--- config.mk ---
export PLATFORM = sky130hd
export DESIGN_NAME = mux_rr_arbiter_flat
export DESIGN_NICKNAME = d
export VERILOG_FILES = /design/src/rtl/mux_rr_arbiter_if.sv /design/src/rtl/mux_rr_arbiter.sv /design/src/flat_wrapper.sv
export SDC_FILE = /design/constraint.sdc
export NUM_CORES = 1
export LEC_CHECK = 0
export ABC_AREA = 1
export CORE_MARGIN = 2
export CORE_UTILIZATION = 45
export DETAILED_ROUTE_END_ITERATION = 16
export PLACE_DENSITY = 0.83
export SKIP_LAST_GASP = 1
export SYNTH_ARGS = -nofsm -noshare
export SYNTH_HDL_FRONTEND = slang
export SYNTH_SLANG_ARGS = --single-unit
--- constraint.sdc ---
create_clock -name clk -period 2 [get_ports clk]
set_input_delay 0.3 -clock clk [delete_from_list [all_inputs] [get_ports clk]]
set_output_delay 0.3 -clock clk [all_outputs]
set_load 0.01 [all_outputs]
--- src/rtl/mux_rr_arbiter_if.sv ---
`default_nettype none
// ============================================================================
// Module   : mux_arb_if
// Purpose  : Request/grant bundle between the requesters and the round-robin
//            scheduler that drives the shared 8:1 mux select.
// Revision : 1.0 - initial release
// ============================================================================
interface mux_arb_if #(
  parameter int N     = 8,
  parameter int SEL_W = 3
);
  logic [N-1:0]     req;
  logic             done;
  logic [SEL_W-1:0] s;
  logic [N-1:0]     gnt;
  logic             gnt_valid;
  logic             busy;

  // Requester side: raises requests and releases; observes the grant.
  modport master (
    output req, done,
    input  s, gnt, gnt_valid, busy
  );

  // Scheduler side: samples requests and drives the select/grant.
  modport slave (
    input  req, done,
    output s, gnt, gnt_valid, busy
  );
endinterface
`default_nettype wire

--- src/rtl/mux_rr_arbiter.sv ---
`default_nettype none
// ============================================================================
// Module   : mux_rr_arbiter
// Purpose  : Round-robin scheduler sharing an 8:1 dataflow mux among 8
//            requesters. Holds a grant until done, withdrawal or (optionally)
//            timeout, then inserts one idle bubble before re-arbitrating.
// Options  : MUX_ARB_TIMEOUT_EN - bound each grant to MAX_HOLD cycles.
// Revision : 1.0 - initial release
// ============================================================================
module mux_rr_arbiter #(
  parameter int N        = 8,
  parameter int SEL_W    = 3,
  parameter int MAX_HOLD = 4
) (
  input  wire logic clk,
  input  wire logic rst_n,
  mux_arb_if.slave  bus
);

  localparam logic [0:0] c_idle  = 1'b0;
  localparam logic [0:0] c_grant = 1'b1;

  logic [0:0]       r_state;
  logic [0:0]       w_state_nxt;
  logic [SEL_W-1:0] r_ptr;
  logic [SEL_W-1:0] r_s;
  logic [N-1:0]     r_gnt;
  logic             r_gnt_valid;

  logic             w_any_req;
  logic [SEL_W-1:0] w_win;
  logic             w_timeout;
  logic             w_release;

  logic [SEL_W-1:0] w_s_nxt;
  logic [SEL_W-1:0] w_ptr_nxt;
  logic [N-1:0]     w_gnt_nxt;
  logic             w_gnt_valid_nxt;

  assign w_any_req = |bus.req;

  // Rotating priority search: the lowest offset from ptr that is requesting wins.
  always_comb begin
    logic [SEL_W-1:0] v_idx;
    w_win = r_ptr;
    v_idx = r_ptr;
    for (int i = N - 1; i >= 0; i--) begin
      v_idx = r_ptr + SEL_W'(i);
      if (bus.req[v_idx]) begin
        w_win = v_idx;
      end
    end
  end

`ifdef MUX_ARB_TIMEOUT_EN
  localparam logic [3:0] c_hold_last = 4'(MAX_HOLD - 1);
  logic [3:0] r_hold;

  // Hold counter: counts grant cycles, cleared on release and while idle.
  always_ff @(posedge clk or negedge rst_n) begin
    if (!rst_n) begin
      r_hold <= 4'd0;
    end else if (r_state == c_grant && !w_release) begin
      r_hold <= r_hold + 4'd1;
    end else begin
      r_hold <= 4'd0;
    end
  end

  assign w_timeout = (r_state == c_grant) && (r_hold == c_hold_last);
`else
  assign w_timeout = 1'b0;
`endif

  // Done, withdrawal and timeout all collapse into one release event.
  assign w_release = (r_state == c_grant) &&
                     (bus.done || !bus.req[r_s] || w_timeout);

  // State register.
  always_ff @(posedge clk or negedge rst_n) begin
    if (!rst_n) begin
      r_state <= c_idle;
    end else begin
      r_state <= w_state_nxt;
    end
  end

  // Next-state logic: arbitrate from IDLE, return to IDLE on release.
  always_comb begin
    w_state_nxt = r_state;
    case (r_state)
      c_idle:  if (w_any_req) w_state_nxt = c_grant;
      c_grant: if (w_release) w_state_nxt = c_idle;
      default: w_state_nxt = c_idle;
    endcase
  end

  // Output logic: next values of the registered select/grant and pointer.
  always_comb begin
    w_s_nxt         = r_s;
    w_ptr_nxt       = r_ptr;
    w_gnt_nxt       = r_gnt;
    w_gnt_valid_nxt = r_gnt_valid;
    case (r_state)
      c_idle: begin
        if (w_any_req) begin
          w_s_nxt         = w_win;
          w_gnt_nxt       = {{(N-1){1'b0}}, 1'b1} << w_win;
          w_gnt_valid_nxt = 1'b1;
        end else begin
          w_gnt_nxt       = '0;
          w_gnt_valid_nxt = 1'b0;
        end
      end
      c_grant: begin
        if (w_release) begin
          w_gnt_nxt       = '0;
          w_gnt_valid_nxt = 1'b0;
          w_ptr_nxt       = r_s + SEL_W'(1);
        end
      end
      default: begin
        w_gnt_nxt       = '0;
        w_gnt_valid_nxt = 1'b0;
      end
    endcase
  end

  // Registered select, grant and priority pointer; reset drops the grant at once.
  always_ff @(posedge clk or negedge rst_n) begin
    if (!rst_n) begin
      r_s         <= '0;
      r_ptr       <= '0;
      r_gnt       <= '0;
      r_gnt_valid <= 1'b0;
    end else begin
      r_s         <= w_s_nxt;
      r_ptr       <= w_ptr_nxt;
      r_gnt       <= w_gnt_nxt;
      r_gnt_valid <= w_gnt_valid_nxt;
    end
  end

  assign bus.s         = r_s;
  assign bus.gnt       = r_gnt;
  assign bus.gnt_valid = r_gnt_valid;
  assign bus.busy      = (r_state == c_grant);

endmodule
`default_nettype wire

--- src/flat_wrapper.sv ---
// flat-port wrapper written by rule: the top's interface ports become plain ports
module mux_rr_arbiter_flat 
#(
  parameter int N        = 8,
  parameter int SEL_W    = 3,
  parameter int MAX_HOLD = 4
)
  (clk, rst_n, bus_req, bus_done, bus_s, bus_gnt, bus_gnt_valid, bus_busy);
  mux_arb_if #(.N(N), .SEL_W(SEL_W)) bus_i ();
  input  wire logic clk;
  input  wire logic rst_n;
  input wire logic [$bits(bus_i.req)-1:0] bus_req;
  input wire logic [$bits(bus_i.done)-1:0] bus_done;
  output wire logic [$bits(bus_i.s)-1:0] bus_s;
  output wire logic [$bits(bus_i.gnt)-1:0] bus_gnt;
  output wire logic [$bits(bus_i.gnt_valid)-1:0] bus_gnt_valid;
  output wire logic [$bits(bus_i.busy)-1:0] bus_busy;
  assign bus_i.req = bus_req;
  assign bus_i.done = bus_done;
  assign bus_s = bus_i.s;
  assign bus_gnt = bus_i.gnt;
  assign bus_gnt_valid = bus_i.gnt_valid;
  assign bus_busy = bus_i.busy;
  mux_rr_arbiter #(.N(N), .SEL_W(SEL_W), .MAX_HOLD(MAX_HOLD)) u_core (.clk(clk), .rst_n(rst_n), .bus(bus_i));
endmodule
======== Word level (Yosys, flattened, before mapping) ========
Cells that the tools add are included.
storage, ports and cells
  register bits ........................... 16
  bits of input ports ..................... 11
  output and inout bits ................... 13
  logic and storage cells ................. 65
cells by class
  add/subtract/negate cells ............... 8
  $lt $le $gt $ge ......................... 9
  equality and inequality tests ........... 1
  shift operators ......................... 1
  multiplexer cells ....................... 34
  bitwise operators ....................... 1
  reduce and logical (&&, ||, !) cells .... 6
operator list
  cell                   number
  $lt A3 B4 Y1 const B   9
  $bmux W1 S3            9
  $mux W3                8
  $mux W8                2
  $pmux W8 S2            1
  $add A3 B3 Y3 const B  4
  $mux W1                12
  $reduce_or A8 Y1       1
  $shl A1 B3 Y8 const A  1
  $add A3 B1 Y3 const B  2
  $add A3 B2 Y3 const B  2
  $pmux W1 S2            2
  $reduce_and A2 Y1      2
  $ne A2 B2 Y1 const B   1
  $logic_and A1 B1 Y1    1
  $logic_not A1 Y1       1
  $logic_or A1 B1 Y1     1
  $not A1 Y1             1

======== Longest topological paths before layout ========
Gate-level depths: netlist of the first run.
  depth after elaboration ................. 14
  gate-level depth with buffers ........... 22
  mapped depth without buffers ............ 21

======== Worst setup path after synthesis of the first run ========
No wires, ideal clock.
  path type ............................... flip-flop to flip-flop
  start ................................... register u_core.r_ptr[1]
  end ..................................... register u_core.r_gnt[1], in the netlist u_core.bus.gnt[1]
  setup time .............................. 66 ps
  arrival time ............................ 2066 ps
  required time ........................... 1934 ps
  slack ................................... -132 ps
  cell stages (with the launch flop) ...... 20
  buffers on the path ..................... 1
  period minus slack after synthesis ...... 2132 ps
  path through ............................ dfrtp_1 inv_2 buf_6 ha_1 inv_2 nand3_1 nand3_1 nand2_1 inv_2 nand2_1 nand2_1 nand2_1 nand2_1 nand2_2 nand3_1 nand2_4 inv_2 nor2_2 nand2_1 nand2_1
between the ends
  longest elaborated chain between the ends .. 14
  elaborated cells between the ends (all ways) .. 34
  those cells by class .................... add/sub (7); shift (1); mux (26)
RTL lines
  what                           line                   source
  start: declaration             mux_rr_arbiter.sv:25   logic [SEL_W-1:0] r_ptr;
  start signal: assignment       mux_rr_arbiter.sv:138  r_ptr <= w_ptr_nxt;
  $add A3 B3 Y3                  mux_rr_arbiter.sv:48   v_idx = r_ptr + SEL_W'(i);
  $bmux W1 S3                    mux_rr_arbiter.sv:49   if (bus.req[v_idx]) begin
  $mux W1 (implied by the code)  mux_rr_arbiter.sv:49
  $mux W3 (7 in series)          mux_rr_arbiter.sv:49
  $mux W3 (*)                    mux_rr_arbiter.sv:49
  $shl A1 B3 Y8 (*)              mux_rr_arbiter.sv:108  w_gnt_nxt = {{(N-1){1'b0}}, 1'b1} << w_win;
  $mux W8 (*)                    mux_rr_arbiter.sv:106  if (w_any_req) begin
  $pmux W8 S2 (*)                mux_rr_arbiter.sv:104  case (r_state)
  end signal: assignment         mux_rr_arbiter.sv:139  r_gnt <= w_gnt_nxt;
  end: declaration               mux_rr_arbiter.sv:27   logic [N-1:0] r_gnt;
Every way passes the cells marked *; elsewhere a longest branch is shown, timed or not. The select of a mux whose other input is x is not followed.
A chain may end at the register's enable or synchronous reset.

======== Final worst setup path of the first run ========
  start ................................... register u_core.r_ptr[0]
  end ..................................... register u_core.r_gnt[5], in the netlist u_core.bus.gnt[5]
The elaborated chain is that of the path after synthesis.

==> results of run 1 <==
repair_timing:
| item | CTS | global route |
|---|---|---|
| setup buffers | 4 | 1 |
| pin swaps | 10 | 9 |
| gates resized for setup | 27 | 20 |
| endpoints found under the setup margin | 11 | 11 |
placed cells by master, fill, tap and decap left out, drive strengths merged:
master,n
xor2,1
clkbuf,4
inv,32
clkdlybuf4s50,23
nand3b,1
buf,34
ha,3
o21ai,14
xnor2,1
nor2,10
a21oi,12
nand3,39
nand2,90
a31oi,2
dfrtp,16
stage by stage:
step	setup TNS [ns]	instance area (um^2)
6_report	-0.890	2150
5_1_grt	-2.17	2150
4_1_cts	-0.217	2070
3_5_place_dp	-1.30	1900
3_3_place_gp	-0.929	1900
2_1_floorplan	0	1430
worst max-delay path, cell delays in order, from the launching register on:
cell and delay [ns]:
dfrtp_1 0.43, inv_2 0.08, ha_4 0.34, inv_6 0.06, nand3_2 0.09, nand3_2 0.12
buf_4 0.16, nand2_1 0.04, inv_1 0.03, nand2_1 0.06, nand2_1 0.05, nand2_1 0.09
nand2_2 0.06, nand2_1 0.07, nand2_1 0.06, nand2_2 0.09, inv_2 0.05, nand2_1 0.06
nand2_1 0.05
cell usage after synthesis:
library cell   n
nand3b_1       1
dfrtp_1       16
a21oi_1       12
buf_6          3
inv_4          1
nand2_1       83
xor2_2         1
inv_2          7
xnor2_1        1
inv_1         24
ha_1           3
nand3_4        1
nor2_2         3
o21ai_0       11
nand3_2        6
o21ai_1        3
a31oi_1        2
nor2_1         7
nand2_2        6
nand3_1       32
nand2_4        1
sequential cells by signal, indices dropped and copies added (netlist names):
signal	cells
u_core.bus.gnt	8
u_core.bus.gnt_valid	1
u_core.r_ptr	3
u_core.bus.s	3
u_core.bus.busy	1
worst paths after layout:
path | slack, ns | endpoint | startpoint | cells past startpoint
max | -0.14 | u_core.bus.gnt[5] | u_core.r_ptr[0] | 18
min | 0.32 | u_core.bus.busy | rst_n | 2
max reg2reg | -0.14 | u_core.bus.gnt[5] | u_core.r_ptr[0] | 18
min reg2reg | 0.48 | u_core.bus.gnt_valid | u_core.bus.gnt_valid | 2
max in group asynchronous | 1.49 | u_core.r_ptr[1] | rst_n | 2
min in group clk | 0.48 | u_core.bus.gnt_valid | u_core.bus.gnt_valid | 2
metal layers:
layer  vias to the layer above  track usage  wire length [um]  part of all wire
met3                        15       0.0325               204             0.047
li1                        833            -                 -                 -
met4                         0        0.108               127             0.029
met5                         -            0                 0                 0
met1                       778        0.304              1770              0.41
met2                        64        0.446              2240              0.52
cell type report:
| class | instances | share of cell area |
|---|---|---|
| sequential | 16 | 0.186 |
| inverter | 32 | 0.0592 |
| tap | 44 | 0.0256 |
| timing repair buffer | 57 | 0.227 |
| multi-input combinational | 173 | 0.485 |
| clock buffer | 4 | 0.0168 |
cells by family after synthesis:
family / after synthesis / share of synthesized area
XOR/XNOR: 2 / 0.0177
flip-flops: 16 / 0.283
buffers and inverters: 35 / 0.111
adder cells (fa/ha/maj): 3 / 0.0266
AND/OR/NAND/NOR: 140 / 0.461
AO/OA/AOI/OAI: 28 / 0.101
==> impl_metrics.toml, run 1 <==
[status]
status = "complete, but fails checks"
violations = "negative setup slack"

[placed_design]
portBuffers = 23
pre_cts_slack_ns = -0.153
gp_congestion = 0.974
hpwl_um = 3050
numPlacedInstances = 317

[sta]
rsz0062_at_grt = "yes"
fmaxAchievable_mhz = 468
worstMarginPinSlew_ns = 0.378
fin_crit_sh = 1.07
maxSlewViolCount = 0
holdWs_ns = 0.322
fin_crit_ns = 2.14
final.setup_skew_ns = 0.00177
setup_violations = 11
hold_viol = 0
fin_ws_ns = -0.136
max_slew_margin = 0.748

[final_layout]
seq_area_um2 = 402
num_antenna_cells = 0
nFillCells = 221
syn_to_final_growth_pct = 52.5
drive_gt1_frac = 0.372
nets = 297
multi_input_area_um2 = 1040
final_cell_count_no_fill = 326
final_util = 0.712

[routing]
antenna_left = 0
viasPerCell = 5.18
drt-initial-drc-count = 52
drt-total-wl_um = 4340
wl_per_cell_um = 13.3
drcViolationCount = 0
vias = 1690
drt_first_pass_iters = 4

[synth]
syn_nets = 238
synth.area.top_cells = "dfrtp_1, nand2_1, nand3_1, inv_1, a21oi_1"
syn_area_um2 = 1410
synth-seq-cells = 16
synth_top_cell_area_share = 0.283
avgSynthCellArea_um2 = 6.31
netlist-cell-type-count = 21
syn_inst = 224
synth_top_area_cell = "dfrtp_1"
yosys_warnings = 0
seq_area_frac_synth = 0.283

[critical_path]
critPathLaunchType = "flip-flop"
required_ns = 2.18
end_kind = "flip-flop"
cp_max_fo = 6
crit_arrival_ns = 2.31
worstSetupPathType = "flip-flop to flip-flop"

[global_routing]
grt_pass1_vias = 1567
grt_pass1_wl_um = 6840
grt_start_max_net_pins = 17
grt_use_total = 0.252
grt_antenna_before_repair = 0
gr-total-overflow = 0

[clock_tree]
h-tree-depth = 1
clk_pin_slew_ns = 0.09
tritoncts = "built"
cts_inserted_buffers = 3
cts_hold_buf = 0
cts.sinks = 16
clock_path_buffers = 2
clk_latency_ns = 0.28
cts-root-buf = "clkbuf_4"

[die]
rows = 20
die_w_um = 60.0
start_util = 0.467
die_area_um2 = 3600
fp.dieH_um = 60.0
core-area_um2 = 3030
io_pins = 24

[hold_path]
hold_path_class = "input port to async pin"

[flow_run]
drv_cap = 0
Power of run 1 is left out: the tool's default activity adds up to more than one toggle a clock period on the data nets, which glitch-free logic cannot reach.
==> inputs of run 2 (changes only) <==
SLEW_MARGIN = 30   (was default)
==> results of run 2 <==
Same layout as run 1: the final DEF is identical, and so are final timing and power.
Power of run 2 is left out for the same reason.
